**src/rtl/rtc_wr_seq.sv**
```systemverilog
// rtl/rtc_wr_seq.sv - two-phase (address, then data) write sequencer for the RTC multiplexed AD bus.
// Optional one-entry pending request buffer: define RTC_WR_QUEUE_EN.
module rtc_wr_seq #(
    parameter int PHASE_CYC = 10
) (
    input  logic       clk,
    input  logic       reset,
    input  logic       start,
    input  logic [7:0] addr,
    input  logic [7:0] data,
    output logic       cs_n,
    output logic       wr_n,
    output logic       a_d,
    output logic       ad_oe,
    output logic [7:0] ad_out,
    output logic       busy,
    output logic       done,
    output logic       q_full
);

    localparam int CW = $clog2(PHASE_CYC + 1);
    localparam logic [CW-1:0] RELOAD = CW'(PHASE_CYC - 1);

    localparam logic [2:0] IDLE    = 3'd0;
    localparam logic [2:0] A_SETUP = 3'd1;
    localparam logic [2:0] A_STRB  = 3'd2;
    localparam logic [2:0] A_HOLD  = 3'd3;
    localparam logic [2:0] D_SETUP = 3'd4;
    localparam logic [2:0] D_STRB  = 3'd5;
    localparam logic [2:0] D_HOLD  = 3'd6;
    localparam logic [2:0] DONE    = 3'd7;

    logic [2:0]    state, state_nx;
    logic [CW-1:0] cnt, cnt_nx;
    logic [7:0]    addr_q, data_q, addr_nx, data_nx;
    logic          load_cur;

    logic          cs_n_nx, a_d_nx, ad_oe_nx, busy_nx, done_nx;
    logic [7:0]    ad_out_nx;
    logic          a_phase, d_phase;

`ifdef RTC_WR_QUEUE_EN
    logic [7:0] slot_addr, slot_data;
    logic       q_full_r;
    logic       load_slot, slot_set, slot_clr;
`endif

    always_comb begin
        state_nx = state;
        cnt_nx   = cnt;
        load_cur = 1'b0;
`ifdef RTC_WR_QUEUE_EN
        load_slot = 1'b0;
        slot_set  = 1'b0;
        slot_clr  = 1'b0;
`endif
        case (state)
            IDLE: begin
                if (start) begin
                    state_nx = A_SETUP;
                    cnt_nx   = RELOAD;
                    load_cur = 1'b1;
                end
            end
            A_SETUP, A_STRB, A_HOLD, D_SETUP, D_STRB, D_HOLD: begin
                if (cnt == '0) begin
                    state_nx = state + 3'd1;
                    cnt_nx   = RELOAD;
                end else begin
                    cnt_nx = cnt - 1'b1;
                end
            end
            DONE: begin
                state_nx = IDLE;
`ifdef RTC_WR_QUEUE_EN
                // A held request wins over a fresh start arriving in the same cycle.
                if (q_full_r) begin
                    state_nx  = A_SETUP;
                    cnt_nx    = RELOAD;
                    load_slot = 1'b1;
                    slot_clr  = 1'b1;
                end else if (start) begin
                    state_nx = A_SETUP;
                    cnt_nx   = RELOAD;
                    load_cur = 1'b1;
                end
`endif
            end
            default: state_nx = IDLE;
        endcase
`ifdef RTC_WR_QUEUE_EN
        if (start && !q_full_r && state != IDLE && state != DONE)
            slot_set = 1'b1;
`endif
    end

    always_comb begin
        addr_nx = addr_q;
        data_nx = data_q;
        if (load_cur) begin
            addr_nx = addr;
            data_nx = data;
        end
`ifdef RTC_WR_QUEUE_EN
        else if (load_slot) begin
            addr_nx = slot_addr;
            data_nx = slot_data;
        end
`endif
    end

    // Outputs are decoded from the next state so they register together with it.
    always_comb begin
        a_phase   = (state_nx == A_SETUP) || (state_nx == A_STRB) || (state_nx == A_HOLD);
        d_phase   = (state_nx == D_SETUP) || (state_nx == D_STRB) || (state_nx == D_HOLD);
        cs_n_nx   = !((state_nx == A_STRB) || (state_nx == D_STRB));
        a_d_nx    = !a_phase;
        ad_oe_nx  = a_phase || d_phase;
        ad_out_nx = 8'h00;
        if (a_phase)
            ad_out_nx = addr_nx;
        else if (d_phase)
            ad_out_nx = data_nx;
        busy_nx   = (state_nx != IDLE);
        done_nx   = (state_nx == DONE);
    end

    always_ff @(posedge clk) begin
        if (reset) begin
            state  <= IDLE;
            cnt    <= '0;
            addr_q <= 8'h00;
            data_q <= 8'h00;
            cs_n   <= 1'b1;
            wr_n   <= 1'b1;
            a_d    <= 1'b1;
            ad_oe  <= 1'b0;
            ad_out <= 8'h00;
            busy   <= 1'b0;
            done   <= 1'b0;
        end else begin
            state  <= state_nx;
            cnt    <= cnt_nx;
            addr_q <= addr_nx;
            data_q <= data_nx;
            cs_n   <= cs_n_nx;
            wr_n   <= cs_n_nx;
            a_d    <= a_d_nx;
            ad_oe  <= ad_oe_nx;
            ad_out <= ad_out_nx;
            busy   <= busy_nx;
            done   <= done_nx;
        end
    end

`ifdef RTC_WR_QUEUE_EN
    always_ff @(posedge clk) begin
        if (reset) begin
            q_full_r  <= 1'b0;
            slot_addr <= 8'h00;
            slot_data <= 8'h00;
        end else if (slot_set) begin
            q_full_r  <= 1'b1;
            slot_addr <= addr;
            slot_data <= data;
        end else if (slot_clr) begin
            q_full_r <= 1'b0;
        end
    end

    assign q_full = q_full_r;
`else
    assign q_full = 1'b0;
`endif

endmodule

```
**config.mk**
```make
export PLATFORM = sky130hd
export DESIGN_NAME = rtc_wr_seq
export DESIGN_NICKNAME = d
export VERILOG_FILES = /design/src/rtl/rtc_wr_seq.sv
export SDC_FILE = /design/constraint.sdc
export NUM_CORES = 1
export LEC_CHECK = 0
export BUFFER_PORTS_ARGS = -buffer_cell sky130_fd_sc_hd__buf_4
export CAP_MARGIN = 20
export CORE_MARGIN = 1.5
export CORE_UTILIZATION = 40
export CTS_CLUSTER_DIAMETER = 60
export DETAILED_ROUTE_END_ITERATION = 8
export SLEW_MARGIN = 20
export SYNTH_ARGS = -nofsm -noshare
export SYNTH_HDL_FRONTEND = slang
export SYNTH_SLANG_ARGS = --single-unit
```
**constraint.sdc**
```tcl
create_clock -name clk -period 1.8 [get_ports clk]
set_input_delay 0.36 -clock clk [delete_from_list [all_inputs] [get_ports clk]]
set_output_delay 0.36 -clock clk [all_outputs]
set_load 0.01 [all_outputs]
```
---- After elaboration in Yosys (flattened, before gate mapping) ----
Cells that the tools add are included.
W data, S select, Z words.
cells by class
  $mul .................................... 0
  equal/unequal tests ..................... 15
  reduce and logical (&&, ||, !) cells .... 14
  divide/modulo/power cells ............... 0
  shift operators ......................... 0
  magnitude comparators ................... 0
  bitwise gates (word level) .............. 0
  mux-type cells .......................... 12
  $add $sub $neg .......................... 2
operators with widths
  kind                   number
  $mux W8                4
  $eq A3 B3 Y1 const B   8
  $eq A3 B2 Y1 const B   4
  $pmux W3 S3            1
  $mux W4                2
  $pmux W4 S2            1
  $eq A3 B1 Y1 const B   2
  $logic_or A1 B1 Y1     6
  $mux W3                2
  $reduce_or A6 Y1       1
  $logic_not A4 Y1       1
  $sub A4 B1 Y4 const B  1
  $add A3 B1 Y3 const B  1
  $logic_not A3 Y1       1
  $reduce_bool A3 Y1     1
  $logic_not A1 Y1       2
  $mux W1                2
  $ne A2 B2 Y1 const B   1
  $reduce_and A2 Y1      1
  $reduce_bool A2 Y1     1
storage, ports and cells
  bits in latches ......................... 0
  memory bits (writable) .................. 0
  output and inout port bits .............. 15
  memories ................................ 0
  input port bits ......................... 19
  register bits ........................... 36
  bits in read-only memories .............. 0

---- Longest topological paths before layout ----
  depth in word-level cells ............... 8
  gate-level depth with buffers ........... 9

---- Worst setup path after synthesis ----
No wires, ideal clock.
  path kind ............................... register -> register
  start ................................... register state[0]
  end ..................................... register ad_out[0]
  stages on the path, launching flop included .. 8
  path slack .............................. -78 ps
  arrival ................................. 1,754 ps
  library setup time ...................... 125 ps
  clock period less this slack ............ 1,878 ps
  cell sequence ........................... dfxtp_1 -> ha_1 -> or2b_4 -> nand3_1 -> mux2_2 -> buf_2 -> o21ai_0 -> o22ai_1
on the way
  longest elaborated chain between the ends .. 8
  elaborated cells on any way between the ends .. 28
ends and longest elaborated chain
  element                                             line    RTL
  start, declared                                     33      logic [2:0] state, state_nx;
  start signal, assigned                              142     state <= state_nx;
  $add A3 B1 Y3, or another cell as far along         67      state_nx = state + 3'd1;
  $mux W3 / $reduce_or A6 Y1 (equally long branches)  66, 57
  $pmux W3 S3                                         57      case (state)
  $eq A3 B3 Y1                                        115     d_phase = (state_nx == D_SETUP) || (state_nx == D_STRB) || (state_nx == D_HOLD);
  $logic_or A1 B1 Y1 (2 in series)                    115
  $mux W8                                             122     else if (d_phase)
  $mux W8 (*)                                         120     if (a_phase)
  end signal, assigned                                150     ad_out <= ad_out_nx;
  end, declared                                       15      output logic [7:0] ad_out,
Every way passes the cells marked *; elsewhere a longest branch is shown, timed or not.
A chain may end at the register's enable or synchronous reset.

---- Worst setup path in the final report ----
  start ................................... register state[0]
  end ..................................... register ad_out[6]
Same word-level chain as after synthesis.

==> metrics.txt <==
outcome=finished, violations left; failing checks=negative setup slack; FF+latch area=approximately 730 um2; worst-case clock buffer depth=2; die width=66.2 um; share of post-route cells with drive strength above 1=~47%; largest net degree at the start of global routing=29; Placement Cell Area=slightly above 2000 um2; I/O Buffers=32; vias in the first global route=roughly 1500; Synth async-reset ratio=0%; CTS tree=yes; cts hold-fix bufs=0; H-tree Lvls=2; DR WL/cell=approximately 15 um; count of flip-flops with a built-in enable after synthesis=0; # setup viols final=14; grt total ovfl=0; Max Cap Viol=0; Die Span Y=about 66 um; CP endpoint kind=register; Setup crit start kind=register; Switching Fraction=37.2%; Flop pwr share=a little over a quarter; Die Area=4380 um2; Buf/Inv on CP=5; leading area contributor after synthesis=dfxtp_1; DRT iter0 DRCs=50; Hold Path Class=in2reg; final wirelength=roughly 4.3 mm; critical path's slowest cell=dfxtp_4; Yosys reg bits=36; clock share of power=17.1%; Via-to-Cell Ratio=approximately 5.2; Via Count=roughly 1500; critical path, cell by cell=buf_6, ha_4, nor2_4, buf_4, a311oi_2, a311oi_2, buf_6, buf_4, buf_16, o22ai_1; Ys Warns=0; CTS sink count=36; Multi-input gate area=around 980 um2; syn_nets=211; core area=~3700 um2; top cells by area, synth=dfxtp_1, nand2_1, a21oi_1; first-pass GRT wire length=approximately 6.7 mm; PnR worst setup slack=-142 ps; final hold violation count=0; ANT cells=0; P_leak=between 1 and 1.5 nW; worst skew pair latency=about 280 ps; delay of the slowest cell on the worst path=around 370 ps; total global-route track usage=between 15 and 20%; Post-Place Cells=roughly 270; Nets=272; TNS Setup=-1640 ps; pre-CTS WS=-121 ps; average size of a mapped cell=approximately 8.6 um2; post-synth cell types=39; number of buffers created by CTS=5; Synth Flop Type=dfxtp_1; Final ANT Viol Nets=0; initial antenna violation count=0; PD cells=1620 nW/um2; Worst-path clk slew=roughly 70 ps; Filler cells=a little under 300; post-synthesis sequential area ratio=between 40% and 50%; Min Hold Slack=between 300 and 400 ps; area grow syn2layout=56.2%; crit share post-route=108%; Residual DRC=0; Combinational Power Share=55.4%; Mapped Cells=roughly 190; Int Pwr=2.53 mW; Ports=34; count leader, synth=nand2_1; dpl hpwl=2.53 mm; fin cells=295; Row Count=22; Final Max Tran Viols=0; Peak VDD IR=slightly above 900 uV; Max Clock Skew=about 3.3 ps; commonest cells in the netlist=nand2_1, dfxtp_1, a21oi_1; Largest delay share family, worst path=buffers and inverters; Synth top area share=45.2%; Crit path required time=between 1500 and 2000 ps; WS Path Type=reg2reg; Mapped Area=around 1600 um2; Initial Utilization=42.6%; Arr. time, crit path=2110 ps; root buffer cell=clkbuf_8; Pre-antenna DRT Iters=4; CP max FO=6; RSZ-0062 raised after global routing=yes; Tmin final=between 1500 and 2000 ps; FMAX=a little over 500 MHz; gpl congestion=~0.94; Design Area, Final=about 2500 um2; NetSw=~1.5 mW
## worst min-delay path: stages
cell and delay (ps):
buf_4 110, nand2_1 40, a21oi_1 60
## per-layer routing
layer / GRT usage (%) / wire length [um]
met1: 23.9 / 1870
met2: 35.0 / 2290
met3: 4.09 / 164
met4: 7.14 / 18
met5: 0 / 0
## final timing paths
kind | from | to | slack [ps] | cells after the start
setup / recovery | state[0]$_SDFF_PP0_ | ad_out[6]$_SDFF_PP0_ | -140 | 10
hold / removal | addr[0] | addr_q[0]$_SDFF_PP0_ | 340 | 3
setup reg to reg | state[0]$_SDFF_PP0_ | ad_out[6]$_SDFF_PP0_ | -140 | 10
hold reg to reg | data_q[2]$_SDFF_PP0_ | data_q[2]$_SDFF_PP0_ | 470 | 2
## metrics by stage
stage	power (mW)	util (%)
after global routing	4.26	66.6
after CTS	3.67	63.0
after floorplan	2.07	-
final	4.03	66.6
after global placement	2.55	53.7
after detailed placement	2.60	53.7
## sequential cells by signal, summed over array words and instances (netlist names)
register / flops
wr_n: 1
cnt: 4
data_q: 8
busy: 1
done: 1
a_d: 1
state: 3
ad_oe: 1
addr_q: 8
ad_out: 8
## kinds of logic after synthesis
family / count (synthesis) / synth area share [%]
AO/OA/AOI/OAI: 50 / 20.0
adder cells (fa/ha/maj): 7 / 5.49
buffers and inverters: 21 / 6.67
flip-flops: 36 / 45.2
multiplexers: 2 / 1.33
other: 1 / 0.235
AND/OR/NAND/NOR: 68 / 21.1
## layout make-up
| cell class | count | share of cell area (%) |
|---|---|---|
| flip-flops and latches | 36 | 29.3 |
| repair buffers | 65 | 23.4 |
| clock inverters | 2 | 1.41 |
| inverters | 8 | 1.20 |
| multi-input cells | 130 | 39.3 |
| well taps | 48 | 2.41 |
| clock buffers | 6 | 2.91 |
## cells in the final DEF, fill, tap and decap left out, types with 2 or more instances in the layout
cell / n
o22ai_1: 6
nor2_1: 7
dfxtp_2: 2
a21oi_1: 19
nand3b_1: 2
inv_1: 4
nor3_1: 2
ha_2: 2
o21ai_0: 2
ha_4: 5
buf_4: 53
nand2_1: 42
o22ai_2: 2
o21ai_1: 4
buf_12: 4
nor2_4: 2
a31o_2: 2
o21ai_2: 3
clkbuf_8: 5
a311oi_2: 3
dfxtp_4: 2
buf_6: 7
inv_2: 4
dfxtp_1: 32
## power groups by stage
stage / registers, mW / clock network (mW) / logic [mW]
after global placement: 1.08 / 0 / 1.47
after floorplan: 1.11 / 0 / 0.955
after detailed placement: 1.09 / 0 / 1.51
final: 1.10 / 0.690 / 2.23
after global routing: 1.13 / 0.734 / 2.40
after CTS: 1.10 / 0.698 / 1.88
## timing repair
item	4_1_cts	5_1_grt
gates resized for setup	32	24
pin swaps	7	9
endpoints found under the setup margin	13	16
gates cloned	3	0
buffers inserted	11	5
(Power assumes the default switching activity.)
